[config.mk]
export PLATFORM = sky130hd
export DESIGN_NAME = product_accumulator
export DESIGN_NICKNAME = d
export VERILOG_FILES = /design/src/rtl/product_accumulator_pkg.sv /design/src/rtl/sat_adder.sv /design/src/rtl/product_accumulator.sv
export SDC_FILE = /design/constraint.sdc
export NUM_CORES = 1
export LEC_CHECK = 0
export ABC_AREA = 1
export BUFFER_PORTS_ARGS = -buffer_cell sky130_fd_sc_hd__clkbuf_2
export CELL_PAD_IN_SITES_DETAIL_PLACEMENT = 0
export CELL_PAD_IN_SITES_GLOBAL_PLACEMENT = 1
export CORE_MARGIN = 1
export CORE_UTILIZATION = 35
export CTS_CLUSTER_SIZE = 10
export DETAILED_ROUTE_END_ITERATION = 7
export PLACE_DENSITY = 0.75
export SLEW_MARGIN = 30
export SYNTH_ARGS = -nofsm -noshare
export SYNTH_HDL_FRONTEND = slang
export SYNTH_HIERARCHICAL = 1
export SYNTH_SLANG_ARGS = --single-unit
[constraint.sdc]
create_clock -name clk -period 1.95 [get_ports clk]
set_input_delay 0.2925 -clock clk [delete_from_list [all_inputs] [get_ports clk]]
set_output_delay 0.2925 -clock clk [all_outputs]
set_load 0.03 [all_outputs]
[src/rtl/product_accumulator_pkg.sv]
// Shared types and default sizing for the product accumulator stage.
package product_accumulator_pkg;

    typedef enum logic {
        ST_ACC  = 1'b0,
        ST_HOLD = 1'b1
    } state_t;

    localparam int N_TERMS_DEF = 4;
    localparam int ACC_W_DEF   = 10;
    localparam int CNT_W       = 4;

endpackage

[src/rtl/sat_adder.sv]
// Unsigned W-bit + 8-bit adder clamped to all-ones on overflow.
// Latency: combinational.
// Backpressure: none, pure datapath.
module sat_adder #(
    parameter int W = 10
) (
    input  logic [W-1:0] a,
    input  logic [7:0]   b,
    output logic [W-1:0] sum,
    output logic         ovf
);

    logic [W:0] full;

    assign full = {1'b0, a} + {{(W-7){1'b0}}, b};
    assign ovf  = full[W];
    assign sum  = ovf ? {W{1'b1}} : full[W-1:0];

endmodule

[src/rtl/product_accumulator.sv]
// Sums groups of up to N_TERMS multiplier products into a saturating accumulator.
// Latency: result valid the cycle after the group-closing product is accepted.
// Backpressure: in_ready drops while a result waits for out_ready.
module product_accumulator
    import product_accumulator_pkg::*;
#(
    parameter int N_TERMS = N_TERMS_DEF,
    parameter int ACC_W   = ACC_W_DEF
) (
    input  logic             clk,
    input  logic             rst_n,
    input  logic             clear,
    input  logic             in_valid,
    output logic             in_ready,
    input  logic [7:0]       in_prod,
    input  logic             in_last,
    output logic             out_valid,
    input  logic             out_ready,
    output logic [ACC_W-1:0] out_sum,
    output logic [CNT_W-1:0] out_count,
    output logic             out_sat
);

    localparam logic [CNT_W-1:0] LAST_CNT = CNT_W'(N_TERMS);

    state_t           state, state_nxt;
    logic [ACC_W-1:0] acc, acc_nxt;
    logic [CNT_W-1:0] cnt, cnt_nxt;
    logic             sat, sat_nxt;

    logic [ACC_W-1:0] add_sum;
    logic             add_ovf;
    logic [CNT_W-1:0] cnt_inc;

    sat_adder #(.W(ACC_W)) u_sat_adder (
        .a   (acc),
        .b   (in_prod),
        .sum (add_sum),
        .ovf (add_ovf)
    );

    assign cnt_inc = cnt + CNT_W'(1);

    always_ff @(posedge clk or negedge rst_n) begin
        if (!rst_n) begin
            state <= ST_ACC;
            acc   <= '0;
            cnt   <= '0;
            sat   <= 1'b0;
        end else begin
            state <= state_nxt;
            acc   <= acc_nxt;
            cnt   <= cnt_nxt;
            sat   <= sat_nxt;
        end
    end

    always_comb begin
        state_nxt = state;
        acc_nxt   = acc;
        cnt_nxt   = cnt;
        sat_nxt   = sat;
        // clear overrides both a pending product and a pending result
        if (clear) begin
            state_nxt = ST_ACC;
            acc_nxt   = '0;
            cnt_nxt   = '0;
            sat_nxt   = 1'b0;
        end else if (state == ST_ACC) begin
            if (in_valid) begin
                acc_nxt = add_sum;
                cnt_nxt = cnt_inc;
                sat_nxt = sat | add_ovf;
                if (in_last || cnt_inc == LAST_CNT) begin
                    state_nxt = ST_HOLD;
                end
            end
        end else begin
            if (out_ready) begin
                state_nxt = ST_ACC;
                acc_nxt   = '0;
                cnt_nxt   = '0;
                sat_nxt   = 1'b0;
            end
        end
    end

    // Handshake outputs depend only on registered state
    assign in_ready  = (state == ST_ACC);
    assign out_valid = (state == ST_HOLD);
    assign out_sum   = acc;
    assign out_count = cnt;
    assign out_sat   = sat;

endmodule

Word level (Yosys, flattened, before mapping)
Cells that the tools add are included.

word-level totals
  flip-flop bits (word level) = 16
  output and inout port bits = 17
  word-level logic and storage cells = 31

operators by class
  $add $sub $neg = 2
  equality and inequality tests = 2
  mux-type cells = 18
  bitwise logic cells = 2
  reductions and logical operators = 3

operators with widths
  operator             count
  $mux 10              5
  $mux 4               4
  $add 10x8->11        1
  $mux 1               9
  $add 4x1->4 const B  1
  $eq 4x3->1 const B   1
  $ne 3x3->1 const B   1
  $reduce_bool 3->1    1
  $reduce_and 2->1     1
  $logic_or 1x1->1     1
  $not 1->1            1
  $or 1x1->1           1

Longest topological paths before layout
  depth in word-level cells = 7
  depth in mapped cells = 13
  gate-level depth less buffers = 13

Modules after synthesis
Netlist, hierarchy kept.

by module, submodules not included
  module               instances  cells each  area each (um2)
  product_accumulator  1          86          720.7
  sat_adder            1          96          521.8

Worst setup path before layout
OpenSTA, ideal clock, no wires.

  path type = register -> register
  from = register acc[0], in the netlist out_sum[0]
  to = register sat, in the netlist out_sat
  library setup time = 0.083 ns
  arrival = 1.975 ns
  data required time = 1.867 ns
  slack = -0.107 ns
  cell stages (with the launch flop) = 13
  buffers on the path = 0
  clock period less this slack = 2.057 ns
  cell sequence = dfrtp_1 > ha_1 > inv_1 > fa_1 > inv_1 > nand3_1 > nand2_1 > nand2_1 > nand2_2 > nand3_4 > inv_1 > o211ai_1 > o21ai_0

between the ends
  longest elaborated chain between the ends = 5

RTL lines
  what                    line                       source
  from (decl)             product_accumulator.sv:27  logic [ACC_W-1:0] acc, acc_nxt;
  from (signal assigned)  product_accumulator.sv:52  acc <= acc_nxt;
  $add 10x8->11           sat_adder.sv:15            assign full = {1'b0, a} + {{(W-7){1'b0}}, b};
  via add_ovf             product_accumulator.sv:32  logic add_ovf;
  $or 1x1->1              product_accumulator.sv:73  sat_nxt = sat | add_ovf;
  $mux 1                  product_accumulator.sv:70  if (in_valid) begin
  $mux 1                  product_accumulator.sv:69  end else if (state == ST_ACC) begin
  $mux 1                  product_accumulator.sv:64  if (clear) begin
  to (signal assigned)    product_accumulator.sv:54  sat <= sat_nxt;
  to (decl)               product_accumulator.sv:29  logic sat, sat_nxt;

The timed path passes the listed nets, and every way through them passes these cells. The select of a mux whose other input is x is not followed.
A chain may end at the register's enable or synchronous reset.

Final worst setup path
  from = register acc[7], in the netlist out_sum[7]
  to = register sat, in the netlist out_sat

Same word-level chain as after synthesis.

==> impl_results.html <==
<table>
<tr><th>Metric</th><th>Value</th></tr>
<tr><th colspan="2">Hold path</th></tr>
<tr><td>Min-delay src</td><td>in_last</td></tr>
<tr><td>Worst-case hold path end point</td><td>out_valid$_DFF_PN0_</td></tr>
<tr><td>Path type of the worst min-delay path</td><td>primary input to register</td></tr>
<tr><td>Depth of the worst hold-timing path</td><td>5</td></tr>
<tr><th colspan="2">Timing</th></tr>
<tr><td>Skew final</td><td>0.01024 ns</td></tr>
<tr><td>Post-route worst setup slack</td><td>0.1360 ns</td></tr>
<tr><td>Tmin final</td><td>1.814 ns</td></tr>
<tr><td>Max Transition Viols Final</td><td>0</td></tr>
<tr><td>Worst max-slew margin expressed relative to the limit</td><td>70.00%</td></tr>
<tr><td>Final Hold Violating Endpoints</td><td>0</td></tr>
<tr><td>Unrepaired setup endpoints after global routing</td><td>yes</td></tr>
<tr><td>Final Hold Slack</td><td>0.2750 ns</td></tr>
<tr><td>Worst-Margin Slew</td><td>0.4483 ns</td></tr>
<tr><td>Number of setup violations in the final report</td><td>0</td></tr>
<tr><td>Fraction of the cycle the final worst path needs</td><td>93.02%</td></tr>
<tr><td>Upper clock frequency limit</td><td>0.5513 GHz</td></tr>
<tr><th colspan="2">Layout</th></tr>
<tr><td>Finished Cell Area</td><td>1538 sq um</td></tr>
<tr><td>Area Growth Syn to Fin</td><td>23.77%</td></tr>
<tr><td>Final net count</td><td>244</td></tr>
<tr><td>Diodes inserted</td><td>0</td></tr>
<tr><td>Share of final-layout standard cells stronger than drive strength 1</td><td>24.77%</td></tr>
<tr><td>Finished Core Util</td><td>45.72%</td></tr>
<tr><td>Fillers</td><td>381</td></tr>
<tr><th colspan="2">Setup path</th></tr>
<tr><td>Count of cells along the worst register-to-register path</td><td>9</td></tr>
<tr><td>Worst EP arrival</td><td>1.99 ns</td></tr>
<tr><td>Kind of critical path</td><td>register to register</td></tr>
<tr><td>Data required, critical path</td><td>2.13 ns</td></tr>
<tr><td>Max FO, Critical Path</td><td>5</td></tr>
<tr><td>Worst R2R End</td><td>out_sat$_DFFE_PN0P_</td></tr>
<tr><td>Startpoint class of the critical path</td><td>register</td></tr>
<tr><td>Delay contributed by the slowest stage of the critical path</td><td>0.42 ns</td></tr>
<tr><td>Critical Path End Type</td><td>register</td></tr>
<tr><td>Cell with the largest stage delay on the worst path</td><td>dfrtp_1</td></tr>
<tr><td>Critical path cell sequence</td><td>ha_1 &gt; nand2_1 &gt; inv_1 &gt; a21oi_1 &gt; nand2_2 &gt; nand3_4 &gt; inv_2 &gt; o211ai_1 &gt; o21ai_1</td></tr>
<tr><td>Startpoint of the worst register-to-register path</td><td>out_sum[7]$_DFFE_PN0P_</td></tr>
<tr><td>CP delay by family, top</td><td>compound AO/OA/AOI/OAI gates</td></tr>
<tr><td>Worst reg-to-reg setup slack</td><td>0.14 ns</td></tr>
<tr><td>Number of buffer and inverter stages on the critical path</td><td>2</td></tr>
<tr><th colspan="2">Power and ir drop</th></tr>
<tr><td>Proportion of power drawn by the clock network</td><td>24.8%</td></tr>
<tr><td>Post-route total power</td><td>0.0009672 W</td></tr>
<tr><td>Comb pwr share</td><td>35.4%</td></tr>
<tr><td>Sequential group share of total power</td><td>39.8%</td></tr>
<tr><td>Switching portion of total power</td><td>38.78%</td></tr>
<tr><td>Net switching power</td><td>0.0003751 W</td></tr>
<tr><td>Maximum resistive drop on vdd</td><td>0.2414 mV</td></tr>
<tr><td>Leakage Power</td><td>0.9183 nW</td></tr>
<tr><td>Internal power</td><td>0.0005922 W</td></tr>
<tr><td>Pwr/cell area</td><td>629.0 nW/um^2</td></tr>
<tr><th colspan="2">Clock tree</th></tr>
<tr><td>Num Clock Sinks</td><td>16</td></tr>
<tr><td>CTS H-tree depth</td><td>1</td></tr>
<tr><td>Clock Pin Slew Worst Setup and Hold Paths</td><td>0.11 ns</td></tr>
<tr><td>Clock root buffer master</td><td>clkbuf_4</td></tr>
<tr><td>Worst skew pair latency</td><td>0.30 ns</td></tr>
<tr><td>Number of buffers inserted by post-CTS setup repair</td><td>0</td></tr>
<tr><td>TritonCTS clock tree</td><td>done</td></tr>
<tr><td>Maximum count of clock buffers along a single path</td><td>2</td></tr>
<tr><td>CTS Buf Count</td><td>3</td></tr>
<tr><th colspan="2">Detailed routing</th></tr>
<tr><td>WL final</td><td>2997 um</td></tr>
<tr><td>Average via count per standard cell</td><td>4.712</td></tr>
<tr><td>Number of detailed-routing iterations run before antenna repair</td><td>4</td></tr>
<tr><td>Final routed wire length divided by cell count</td><td>11.35 um</td></tr>
<tr><td>Via count</td><td>1244</td></tr>
<tr><td>Final routed DRC violation total</td><td>0</td></tr>
<tr><td>Initial DRC Count</td><td>43</td></tr>
<tr><td>DRT antenna net count</td><td>0</td></tr>
<tr><th colspan="2">Die</th></tr>
<tr><td>Die Ht</td><td>61.58 um</td></tr>
<tr><td>Effective utilization at floorplan</td><td>36.94%</td></tr>
<tr><td># IOs</td><td>31</td></tr>
<tr><td>Horizontal die dimension</td><td>61.58 um</td></tr>
<tr><td>CORE AREA</td><td>3363 sq um</td></tr>
<tr><td>Die footprint</td><td>3792 sq um</td></tr>
<tr><td>Num rows</td><td>21</td></tr>
<tr><th colspan="2">Synthesis</th></tr>
<tr><td>Most frequent cells after synthesis</td><td>79 x nand2_1, 27 x inv_1, 16 x dfrtp_1, 16 x nand3_1, 10 x ha_1</td></tr>
<tr><td>Area share of the leading cell type in the synthesized netlist</td><td>32.23%</td></tr>
<tr><td>Avg Cell Area, Syn</td><td>6.827 sq um</td></tr>
<tr><td>Leading register cell type out of synthesis</td><td>dfrtp_1</td></tr>
<tr><td>Number of unique standard cell types used by synthesis</td><td>26</td></tr>
<tr><td>Most frequent cell after synthesis</td><td>nand2_1</td></tr>
<tr><td>Synth Warn #</td><td>6</td></tr>
<tr><td>Net count after synthesis</td><td>207</td></tr>
<tr><td>Portion of the post-synthesis area used by sequential elements</td><td>32.23%</td></tr>
<tr><td>Cells taking the most area after synthesis</td><td>dfrtp_1 32%, nand2_1 24%, ha_1 10%</td></tr>
<tr><td>Syn Inst Count</td><td>182</td></tr>
<tr><td>Syn Std Cell Area</td><td>1242 sq um</td></tr>
<tr><td>Number of enable flip-flop cells after synthesis</td><td>0</td></tr>
<tr><td>Fraction of synthesis flops using an asynchronous set or reset pin</td><td>100.0%</td></tr>
<tr><td>FF+latch count, synth</td><td>16</td></tr>
<tr><td>Leading area contributor after synthesis</td><td>dfrtp_1</td></tr>
<tr><th colspan="2">Global route</th></tr>
<tr><td>Wire length of the first global-routing pass</td><td>5106 um</td></tr>
<tr><td>Via count of the first global-routing pass</td><td>1175</td></tr>
<tr><td>Aggregate global routing overflow</td><td>0</td></tr>
<tr><td>GRT Resource Usage Total</td><td>18.52%</td></tr>
<tr><td>Antenna violations before repair</td><td>0</td></tr>
<tr><td>Pin count of the biggest net entering global routing</td><td>17</td></tr>
<tr><th colspan="2">Status</th></tr>
<tr><td>Status</td><td>finished clean</td></tr>
<tr><th colspan="2">Placement</th></tr>
<tr><td>Count of buffers inserted at the top-level ports</td><td>30</td></tr>
<tr><td>Half-perimeter wire length after detailed placement</td><td>2214 um</td></tr>
<tr><td>Worst-case setup slack after placement</td><td>-0.01322 ns</td></tr>
<tr><td>Final weighted congestion of routability-driven global placement</td><td>0.7683</td></tr>
<tr><td>Placed Instance Area</td><td>1461 sq um</td></tr>
<tr><th colspan="2">Job</th></tr>
<tr><td>Number of max-cap violations</td><td>0</td></tr>
</table>
## registers in the layout, summed over array words and instances, names as in the netlist
register / count
out_count: 4
out_sat: 1
out_sum: 10
out_valid: 1
## layout make-up
cell class / instances / area (sq um) / area share (%)
multi-input cells: 136 / 757.0 / 49.23
flip-flops and latches: 16 / 402.9 / 26.20
repair buffers: 33 / 175.2 / 11.39
inverters: 29 / 108.9 / 7.079
well taps: 46 / 57.56 / 3.743
clock buffers: 4 / 36.28 / 2.360
## worst register-to-register path, delay by kind of cell, from the launching register on
family                     cells  cell delay (ns)
AOI/OAI and AO/OA              3             0.44
adders and majority gates      1             0.36
buffers and inverters          2             0.09
DFF                            1             0.42
and+or+nand+nor                3             0.38
## power groups by stage
stage / registers [W] / clock network (W) / logic (W)
after global placement: 0.000388 / 0 / 0.000336
after CTS: 0.000385 / 0.000256 / 0.000341
final: 0.000385 / 0.000239 / 0.000343
after detailed placement: 0.000391 / 0 / 0.000336
after global routing: 0.000390 / 0.000264 / 0.000394
after floorplan: 0.000435 / 0 / 0.000195
## cell usage in the layout (no fill, tap or decap), types with 3 or more instances in the layout
cell type  instances
inv_2              3
inv_1             26
nand3_1           15
clkbuf_4           3
nand2_1           77
dfrtp_1           14
clkbuf_2          30
nor2_1             8
a21oi_1            3
nand2_2            3
ha_1               9
## through the flow
step / TNS, ns / cells
3_3_place_gp: 0 / 258
5_1_grt: -0.01784 / 264
6_report: 0 / 264
4_1_cts: 0 / 264
3_5_place_dp: -0.01322 / 258
2_1_floorplan: 0 / 182
## cells by family after synthesis
| group | share of synthesized area (%) |
|---|---|
| AND/OR/NAND/NOR | 38.87 |
| XOR/XNOR | 0.7051 |
| adder cells (fa/ha/maj) | 11.68 |
| buffers and inverters | 10.27 |
| flip-flops | 32.23 |
| AO/OA/AOI/OAI | 6.244 |
## worst max path at each step
stage	from	end	cells past startpoint
after floorplan	out_sum[0]$_DFFE_PN0P_	out_sat$_DFFE_PN0P_	12
after global placement	in_prod[0]	out_sat$_DFFE_PN0P_	13
after detailed placement	in_prod[0]	out_sat$_DFFE_PN0P_	13
after CTS	out_sum[0]$_DFFE_PN0P_	out_sat$_DFFE_PN0P_	12
after global routing	out_sum[0]$_DFFE_PN0P_	out_sat$_DFFE_PN0P_	12
final	out_sum[7]$_DFFE_PN0P_	out_sat$_DFFE_PN0P_	9
## routing by layer
layer,vias up,wire [um],track usage (%)
met2,27,1377,30.26
met3,4,91,2.521
met5,-,0,0
met1,572,1494,24.97
met4,0,34,6.667
li1,641,-,-
## what timing repair did
action                                  CTS  global route
hold endpoints to repair                 16             0
resized for setup                         0             7
pin swaps                                 0             3
gates cloned                              1             0
endpoints found under the setup margin    1            11
hold buffers                              1             0
Power figures use the tool's default switching activity.
